## config.mk

```make
export PLATFORM = sky130hd
export DESIGN_NAME = ucode_sequencer
export DESIGN_NICKNAME = d
export VERILOG_FILES = /design/src/rtl/ucode_sequencer.sv
export SDC_FILE = /design/constraint.sdc
export NUM_CORES = 1
export LEC_CHECK = 0
export CAP_MARGIN = 20
export CORE_ASPECT_RATIO = 0.8
export CORE_MARGIN = 1.5
export CORE_UTILIZATION = 43
export DETAILED_ROUTE_END_ITERATION = 16
export PLACE_DENSITY = 0.89
export SLEW_MARGIN = 5
export SYNTH_ARGS = -nofsm -noshare
export SYNTH_HDL_FRONTEND = slang
export SYNTH_SLANG_ARGS = --single-unit
```

## constraint.sdc

```tcl
create_clock -name clk -period 3.8 [get_ports clk]
set_input_delay 0.76 -clock clk [delete_from_list [all_inputs] [get_ports clk]]
set_output_delay 0.76 -clock clk [all_outputs]
set_load 0.03 [all_outputs]
```

## src/rtl/ucode_sequencer.sv

```systemverilog
// Microcode ROM sequencer for decode stage 1.
// Steps a captured sequence id through its micro-ops, plus halt and interrupt entry.
module ucode_sequencer #(
  parameter int          IADDRW  = 32,
  parameter logic [31:0] SEQ_LEN = 32'h05214232
) (
  input  logic              clk,
  input  logic              reset,
  input  logic              flush,
  input  logic              seq_valid,
  output logic              seq_ready,
  input  logic [2:0]        seq_id,
  input  logic [IADDRW-1:0] seq_pc,
  output logic              uop_valid,
  input  logic              uop_ready,
  output logic [2:0]        uop_seq,
  output logic [3:0]        uop_step,
  output logic              uop_first,
  output logic              uop_last,
  output logic [IADDRW-1:0] uop_pc,
  output logic              busy,
  output logic              halt,
  output logic              handle_int_done
);

  typedef enum logic [1:0] {
    IDLE,
    RUN,
    HALT
  } state_t;

  state_t            state_q, state_d;
  logic [2:0]        seq_q, seq_d;
  logic [3:0]        step_q, step_d;
  logic [IADDRW-1:0] pc_q, pc_d;
  logic [3:0]        len_raw;
  logic [3:0]        last_step;
  logic              fire;

  // A zero-length entry still issues one micro-op
  always_comb begin
    len_raw   = SEQ_LEN[{seq_q, 2'b00} +: 4];
    last_step = (len_raw == 4'd0) ? 4'd0 : len_raw - 4'd1;
  end

  assign uop_valid = (state_q == RUN);
  assign uop_seq   = seq_q;
  assign uop_step  = step_q;
  assign uop_pc    = pc_q;
  assign uop_first = (step_q == 4'd0);
  assign uop_last  = (step_q == last_step);
  assign busy      = (state_q != IDLE);
  assign halt      = (state_q == HALT);
  assign fire      = uop_valid & uop_ready;

  assign seq_ready       = fire & uop_last & ~flush & ~reset;
  assign handle_int_done = seq_ready & (seq_q == 3'd6);

  always_comb begin
    state_d = state_q;
    seq_d   = seq_q;
    step_d  = step_q;
    pc_d    = pc_q;
    if (flush) begin
      state_d = IDLE;
      step_d  = 4'd0;
    end else begin
      unique case (state_q)
        IDLE: begin
          if (seq_valid) begin
            if (seq_id == 3'd7) begin
              state_d = HALT;
            end else begin
              state_d = RUN;
              seq_d   = seq_id;
              pc_d    = seq_pc;
              step_d  = 4'd0;
            end
          end
        end
        RUN: begin
          if (fire) begin
            if (uop_last) begin
              state_d = IDLE;
              step_d  = 4'd0;
            end else begin
              step_d = step_q + 4'd1;
            end
          end
        end
        HALT: state_d = HALT;
        default: state_d = IDLE;
      endcase
    end
  end

  always_ff @(posedge clk) begin
    if (reset) begin
      state_q <= IDLE;
      seq_q   <= 3'd0;
      step_q  <= 4'd0;
      pc_q    <= '0;
    end else begin
      state_q <= state_d;
      seq_q   <= seq_d;
      step_q  <= step_d;
      pc_q    <= pc_d;
    end
  end

endmodule

```

==> results of run 1 <==
[cells in the final DEF (no fill, tap or decap), types with 4 or more instances in the layout]
master,count
clkdlybuf4s50_1,83
nand2_1,76
dfxtp_1,41
a21oi_1,38
inv_1,6
nand4_1,5
clkbuf_8,5
nor2b_1,4
ha_1,4
buf_4,4
[registers in the layout (all words and copies together) (netlist names)]
signal,cells
uop_pc,32
uop_step,4
state_q,2
uop_seq,3
[worst paths after layout]
check | start | to | slack [ns] | depth (start not counted)
worst max-delay path | uop_seq[0] | uop_last | 0.29 | 8
worst min-delay path | uop_pc[11] | uop_pc[11] | 0.45 | 2
worst max register to register | uop_seq[0] | state_q[0] | 1.66 | 8
worst min register to register | uop_pc[11] | uop_pc[11] | 0.45 | 2
[worst min-delay path: stages (launching register included)]
cell     delay (ns)
dfxtp_1        0.31
nand2_1        0.05
a21oi_1        0.05
[per-stage QoR]
stage                     area [um^2]  cells  power, mW  hold slack, ns
after floorplan                  1740    220      0.565           0.483
after detailed placement         2650    349      0.663           0.446
after global routing             2760    356       1.03           0.468
after CTS                        2760    356       1.00           0.456
after global placement           2630    348      0.654           0.440
final                            2760    356      0.988           0.454
[cell type report]
class,count,share of cell area [%]
clock buffers,5,2.50
clock inverters,2,1.27
inverters,8,1.09
multi-input cells,157,30.7
flip-flops and latches,41,29.8
well taps,55,2.50
repair buffers,88,32.2
[power groups by stage]
stage / sequential (mW) / combinational [mW] / clock (mW)
after floorplan: 0.502 / 0.0629 / 0
after CTS: 0.459 / 0.194 / 0.347
final: 0.459 / 0.193 / 0.336
after global placement: 0.468 / 0.186 / 0
after detailed placement: 0.469 / 0.193 / 0
after global routing: 0.462 / 0.206 / 0.362
[cell families (layout without fill, tap and decap cells)]
family	count (synthesis)	after routing	synth area share, %
compound gates	47	47	16.3
simple gates	103	103	27.5
buf+inv	22	103	4.73
fa+ha+maj	4	4	2.87
flops	41	41	47.1
xor+xnor	3	3	1.51
[per-layer routing]
metal | part of all wire [%] | routed length, um | track usage, %
met5 | 0 | 0 | 0
met2 | 48 | 2170 | 37.5
met3 | 9.8 | 443 | 9.11
met1 | 42 | 1890 | 23.6
met4 | 0.97 | 44 | 9.52
==> Implementation_results.wiki, run 1 <==
{| class="wikitable"
! Metric !! Value
|-
| IO Count || 86
|-
| Antenna diode instance count || 0
|-
| Worst setup slack before clock tree synthesis || 0.596 ns
|-
| Top_reg_cell synth || dfxtp_1
|-
| Post-route worst setup slack || 0.291 ns
|-
| Setup TNS || 0 ns
|-
| Max-slew violation total from the final report || 0
|-
| Port Buf Inserts || 85
|-
| Multi-input combinational cell area || 846 um^2
|-
| All-Layer GR Usage || 21.9%
|-
| Synth Warn # || 0
|-
| Initial core utilization || 45.3%
|-
| GRT overflow || 0
|-
| Tightest slew margin relative to the limit || 63.5%
|-
| Net total in the final layout || 345
|-
| Run status || complete, no violations
|-
| Count of clock tree sinks || 41
|-
| Largest fanout on the critical path || 9
|-
| Utilization of the core after routing || 71.6%
|-
| Total Wirelength || 4.54 mm
|-
| Drt first-iter violations || 77
|-
| Static leakage power || 0.997 nW
|-
| Wire length of the first global-routing pass || 7.26 mm
|-
| Hold Violations, Final || 0
|-
| Top cells by area in the synthesized netlist || dfxtp_1 47%, nand2_1 16%, a21oi_1 11%
|-
| Clock network fraction of design power || 34.0%
|-
| Initial antenna violation count || 0
|-
| Crit path buffers/inverters || 2
|-
| Area leader, netlist || dfxtp_1
|-
| Die footprint || 4450 um^2
|-
| Post-synth cell types || 33
|-
| Power share of the combinational group || 19.5%
|-
| Kind of end point of the critical path || output pin
|-
| Maximum vdd drop || 0.224 mV
|-
| Maximum clock path buffer count || 2
|-
| Clock transition at path regs || 0.08 ns
|-
| Clock latency on the worst-skew pair || 0.29 ns
|-
| Die Width || 74.2 um
|-
| Post-cts repair resize count || 0
|-
| Switching power || 257 uW
|-
| Detailed-route DRC error count || 0
|-
| Worst min-delay path class || reg -> reg
|-
| Vias || 1756
|-
| First-pass detailed-route iteration total || 4
|-
| Row cnt || 20
|-
| Clock buffer count from CTS || 5
|-
| Number of hold buffers added after cts || 0
|-
| Fmax achieved || 285 MHz
|-
| Category of the most critical setup path || reg -> out
|-
| Via count of the first global-routing pass || 1669
|-
| Power density over the cells || 358 nW/um^2
|-
| Element type at the critical path start || register
|-
| Synth top cells by count || 76 x nand2_1, 41 x dfxtp_1, 38 x a21oi_1
|-
| Unrepaired setup endpoints after global routing || no
|-
| Worst path slowest cell || clkdlybuf4s50_1
|-
| Worst-Margin Slew || 0.547 ns
|-
| Cells along the critical path || and2b_1 -> o21ai_1 -> ha_1 -> nand4b_1 -> xor2_1 -> o2111ai_4 -> inv_2 -> clkdlybuf4s50_1
|-
| Synthesis-to-layout area growth || 58.1%
|-
| FF+latch area || 821 um^2
|-
| Placeable core region || 3850 um^2
|-
| Post-layout minimum cycle time || 3.51 ns
|-
| Flip-flop and latch count after synthesis || 41
|-
| DP HPWL || 3.28 mm
|-
| Net count after synthesis || 264
|-
| CTS tree || built
|-
| Root buffer cell || clkbuf_8
|-
| Largest net degree at the start of global routing || 36
|-
| Async set or reset register ratio after synthesis || 0%
|-
| Final setup viols || 0
|-
| Area share of the largest cell type after synthesis || 47.1%
|-
| Mean number of vias per cell || 4.93
|-
| Fill count || 320
|-
| Post-Syn Instances || 220
|-
| Final GP Congestion || 0.797
|-
| Max-cap violations || 0
|-
| EDFF count, synth || 0
|-
| Slowest cell delay on critical path || 0.66 ns
|-
| Layout cell share with drive strength beyond 1 || 6.98%
|-
| H-tree lvl count || 2
|-
| Part of the Yosys area used for sequential elements || 47.1%
|-
| Post-detailed-route wirelength per cell || 12.8 um
|-
| Final worst path period share || 92.4%
|-
| Floorplan die height || 60.0 um
|-
| Internal power || 731 uW
|-
| Setup clock skew after layout || 0.00663 ns
|-
| Required time of the critical path || 3.04 ns
|-
| Cell type group with the largest total delay on the critical path || buffers and inverters
|-
| Cell with the most instances after synthesis || nand2_1
|-
| Postcts setup bufs || 0
|-
| Switching share of power || 26.0%
|-
| Mean area per synthesized cell || 7.93 um^2
|-
| Summed instance area of the synthesized netlist || 1740 um^2
|-
| Sequential share of power || 46.5%
|-
| ANT nets after route || 0
|-
| Data arrival, critical path || 2.75 ns
|}
(Power assumes the default switching activity.)
==> run 2: changes to the inputs <==
Settings changed: REMOVE_ABC_BUFFERS set to 1.
==> Implementation_results.wiki, run 2 (synthesis results as in run 1) <==
{| class="wikitable"
! Metric !! Value
|-
| Run status || complete, no violations
|-
| Post-layout minimum cycle time || 3.45 ns
|-
| Unrepaired setup endpoints after global routing || no
|-
| First-pass detailed-route iteration total || 4
|-
| Setup clock skew after layout || 0.00435 ns
|-
| Wire length of the first global-routing pass || 7.20 mm
|-
| GRT overflow || 0
|-
| Port Buf Inserts || 85
|-
| Post-cts repair resize count || 0
|-
| All-Layer GR Usage || 21.1%
|-
| Final GP Congestion || 0.787
|-
| Tightest slew margin relative to the limit || 64.5%
|-
| Net total in the final layout || 345
|-
| Die footprint || 4450 um^2
|-
| CTS tree || built
|-
| Number of placed instances with taps included || 348
|-
| Required time of the critical path || 3.04 ns
|-
| Largest net degree at the start of global routing || 36
|-
| Drt first-iter violations || 68
|-
| Vias || 1759
|-
| Power density over the cells || 347 nW/um^2
|-
| Final worst path period share || 90.8%
|-
| Maximum vdd drop || 0.292 mV
|-
| Layout cell share with drive strength beyond 1 || 7.28%
|-
| Element type at the critical path start || register
|-
| Postcts setup bufs || 0
|-
| Worst-Margin Slew || 0.532 ns
|-
| Via count of the first global-routing pass || 1580
|-
| Number of hold buffers added after cts || 0
|-
| DP HPWL || 3.18 mm
|-
| Static leakage power || 0.997 nW
|-
| Final cell count without fillers || 357
|-
| IO Count || 86
|-
| ANT nets after route || 0
|-
| Placeable core region || 3850 um^2
|-
| Max FFs per register || 32
|-
| Clock latency on the worst-skew pair || 0.28 ns
|-
| Fill count || 316
|-
| Met3 GRT Util || 5.06%
|-
| Root buffer cell || clkbuf_8
|-
| Initial antenna violation count || 0
|-
| Mean number of vias per cell || 4.93
|-
| Total Wirelength || 4.48 mm
|-
| Data arrival, critical path || 2.69 ns
|-
| Die Width || 74.2 um
|-
| Clock transition at path regs || 0.08 ns
|-
| Largest fanout on the critical path || 9
|-
| Global-route layer with the greatest usage || met2
|-
| Row cnt || 20
|-
| Detailed-route DRC error count || 0
|-
| Kind of end point of the critical path || output pin
|-
| Floorplan die height || 60.0 um
|-
| Fraction of met1 tracks used by global routing || 25.6%
|-
| Commonest non-fill, non-tap cell in the layout || clkdlybuf4s50_1
|-
| Worst min-delay path class || reg -> reg
|-
| Category of the most critical setup path || reg -> out
|-
| Power consumption || 956 uW
|-
| H-tree lvl count || 2
|-
| Synthesis-to-layout area growth || 58.0%
|-
| Clock buffer count from CTS || 5
|-
| Max-cap violations || 0
|-
| Antenna diode instance count || 0
|-
| Fmax achieved || 290 MHz
|-
| Setup TNS || 0 ns
|-
| Global-route met2 utilization || 36.6%
|-
| Leading cell types in the layout, fill and taps excluded || 83 x clkdlybuf4s50_1, 76 x nand2_1, 41 x dfxtp_1, 38 x a21oi_1, 7 x clkbuf_8
|-
| Maximum clock path buffer count || 2
|-
| Hold Violations, Final || 0
|-
| Max-slew violation total from the final report || 0
|-
| Count of clock tree sinks || 41
|-
| Post-detailed-route wirelength per cell || 12.5 um
|-
| Initial core utilization || 45.3%
|-
| Final setup viols || 0
|}
-- run 2: cell count changes in the layout (fill, tap and decap cells not counted), sizes merged --
cell,before,now
bufinv,1,0
clkbuf,5,7
-- run 2: report_power, final --
group	switching [mW]	internal [mW]	leakage, nW
clock network	0.140	0.164	0.0542
logic	0.100	0.0928	0.609
registers	0.0113	0.447	0.334
total	0.252	0.704	0.997
-- run 2: critical path, cell delays in order, from the launching register on --
cell and delay (ns):
dfxtp_1 0.43, nor2b_1 0.23, o21ai_1 0.12, ha_1 0.21, nand4b_1 0.18, xor2_1 0.23, o2111ai_4 0.25, inv_2 0.08
clkdlybuf4s50_1 0.66
-- run 2: cell type report --
class / instances / area (um^2) / share of cell area (%)
timing repair buffer: 88 / 888 / 32.2
multi-input combinational: 157 / 846 / 30.7
sequential: 41 / 821 / 29.8
clock buffer: 7 / 96.3 / 3.50
tap: 55 / 68.8 / 2.50
inverter: 8 / 30.0 / 1.09
clock inverter: 1 / 5.00 / 0.182
-- run 2: path summary, 6_finish.rpt --
path | from | end | slack, ns | depth (start not counted)
min reg2reg | uop_pc[31] | uop_pc[31] | 0.45 | 2
max reg2reg | uop_seq[0] | state_q[0] | 1.73 | 8
max | uop_seq[0] | uop_last | 0.35 | 8
min | uop_pc[31] | uop_pc[31] | 0.45 | 2
-- run 2: through the flow --
stage	util (%)	hold slack (ns)	worst slack, ns	area [um^2]
3_3_place_gp	68.1	0.441	0.712	2630
4_1_cts	70.8	0.457	0.330	2730
5_1_grt	71.5	0.475	0.101	2760
6_report	71.5	0.455	0.350	2760
2_1_floorplan	-	0.483	0.341	1690
3_5_place_dp	68.1	0.446	0.646	2630
-- run 2: routing by layer --
layer / up-vias / part of all wire [%]
li1: 892 / -
met1: 805 / 44
met5: - / 0
met3: 7 / 4.6
met4: 0 / 1.4
met2: 55 / 50
==> RTL edit, RTL diff (settings of run 1) <==
`pc_q` no longer has a reset.
--- a/src/rtl/ucode_sequencer.sv
+++ b/src/rtl/ucode_sequencer.sv
@@ -101,3 +101,2 @@
       step_q  <= 4'd0;
-      pc_q    <= '0;
     end else begin
@@ -106,4 +105,7 @@
       step_q  <= step_d;
-      pc_q    <= pc_d;
     end
+  end
+
+  always_ff @(posedge clk) begin
+    pc_q <= pc_d;
   end
Check against the original RTL: not equivalent (a bounded check fails within 4 cycles, from zero or initial values and one cycle with reset high).
==> RTL edit against run 1 <==
  * Fmax is 0.43% lower
  * Design area fell by 6.9%
  * Sequential cell count unchanged
  * Setup slack worse by 0.015 ns
  * Wire length is 14% lower
  * Largest power group unchanged
  * Sequential power rose by 11%
  * Global-route usage is 2.0 points lower
  * Final cell count shrank 31%
  * Hold slack improved by 0.061 ns
  * Largest cell class is now registers
  * Area after synthesis down 9.5%
  * Combinational power decreased by 24%
  * Die area down 9.1%
  * Total power shrank 7.1%
==> RTL edit: results (changes against run 1) <==
yosys:
  synth_seq_area_share: 0.723  # +0.252
  synth_top_area_cell: "edfxtp_1"
  synth.top_cells.by_count: "32 x edfxtp_1, 10 x nand2_1, 9 x dfxtp_1"
  ys_warn_count: 0  # unchanged
  ys_async_sr_fraction: 0  # unchanged
  syn_nets: 155  # -41%
  synth_edf_count: 32  # +32
  synth.area.top_cells: "edfxtp_1 61%, dfxtp_1 11%, ha_1 3.2%"
  syn-mean-instance-area_um2: 14.2  # +79%
  netlist-cell-type-count: 33  # unchanged
global_route:
  grt_pass1_vias: 1182  # -29%
  grt_max_degree: 33  # -8.3%
  grt_pass1_wl_um: 6030  # -17%
  grt_usage: 0.198  # -0.0201
placed_design:
  port_buffers: 85  # unchanged
  place_hpwl_um: 3010  # -8.3%
  dpl_cell_area_um2: 2480  # -6.5%
  place_ws_ns: 0.275  # -0.321 ns
  place_congestion: 0.796  # about the same
  dp_cells: 237  # -32%
finish:
  drive_above_1_share: 0.0594  # -0.0104
  largest_register_ffs: 32  # unchanged
  fin_nets: 246  # -29%
clocking:
  postCtsSetupBuffers: 0  # unchanged
  numCtsBuffers: 5  # unchanged
  cts.repair.resized: 2  # +2
  h-tree-depth: 2  # unchanged
  clk_latency_ns: 0.28
timing:
  slew_headroom: 0.645  # +0.00970
  skew_ns: 0.00416  # -0.00247 ns
pwr:
  p_leak_nw: 0.940  # -5.7%
  ir_drop_v: 0.000173  # -23%
critical_path:
  arrival_ns: 2.76  # about the same
  path_max_fanout: 7  # -2
outcome:
  status: "completed"
drt:
  first_iter_violations: 71  # -7.8%
  drtPass1Iterations: 4  # unchanged
  routed_via_density: 5.14  # +4.2%
  vias: 1254  # -29%
  wl_per_cell_um: 16.0  # +26%
-- RTL edit: changes by cell type after synthesis, sizes merged, moves of 4 or more --
cell,change
a21oi,-32
clkbuf,-13
dfxtp,-32
edfxtp,+32
nand2,-66
nand4,-4
nor2,+4
-- RTL edit: report_power, final --
| part | switching [mW] | leakage [nW] | total [mW] | internal (mW) |
|---|---|---|---|---|
| logic | 0.0727 | 0.532 | 0.147 | 0.0743 |
| registers | 0.00798 | 0.370 | 0.511 | 0.503 |
| clock network | 0.136 | 0.0377 | 0.259 | 0.123 |
-- RTL edit: cell type report --
class                   count  area (um2)
clock buffers               5        68.8
well taps                  42        52.6
inverters                   6        22.5
multi-input cells          62         412
repair buffers             86         860
flip-flops and latches     41        1140
fillers                   219         903
clock inverters             2        11.3
-- RTL edit: critical path, stage by stage (launching register included) --
cell             delay, ns
dfxtp_1               0.44
nor2b_2               0.29
o21ai_0               0.16
ha_1                  0.26
nor4_1                0.30
o2111a_2              0.34
clkdlybuf4s50_1       0.69
-- RTL edit: final timing paths --
kind                                               from                  endpoint  slack, ns  depth (start not counted)
worst max-delay path            uop_seq[2]$_SDFFE_PP0P_                  uop_last       0.28                          6
worst min-delay path            state_q[1]$_SDFFE_PP0P_   state_q[0]$_SDFFE_PP0P_       0.52                          1
worst max register to register  uop_seq[2]$_SDFFE_PP0P_  uop_step[0]$_SDFFE_PP0P_       1.34                          8
worst min register to register  state_q[1]$_SDFFE_PP0P_   state_q[0]$_SDFFE_PP0P_       0.52                          1
-- RTL edit: kinds of logic after synthesis --
family,count (synthesis),share of synthesized area
xor gates and xnor gates,2,0.0111
DFF,41,0.723
and+or+nand+nor,39,0.134
buffers and inverters,8,0.0198
AOI/OAI and AO/OA,14,0.0618
muxes,3,0.0190
adders and majority gates,4,0.0317
-- RTL edit: per-layer routing --
metal / up-vias / wire [um] / GRT usage
li1: 591 / - / -
met1: 584 / 1620 / 0.244
met2: 73 / 1850 / 0.338
met3: 6 / 402 / 0.0724
met4: 0 / 37 / 0.0485
met5: - / 0 / 0
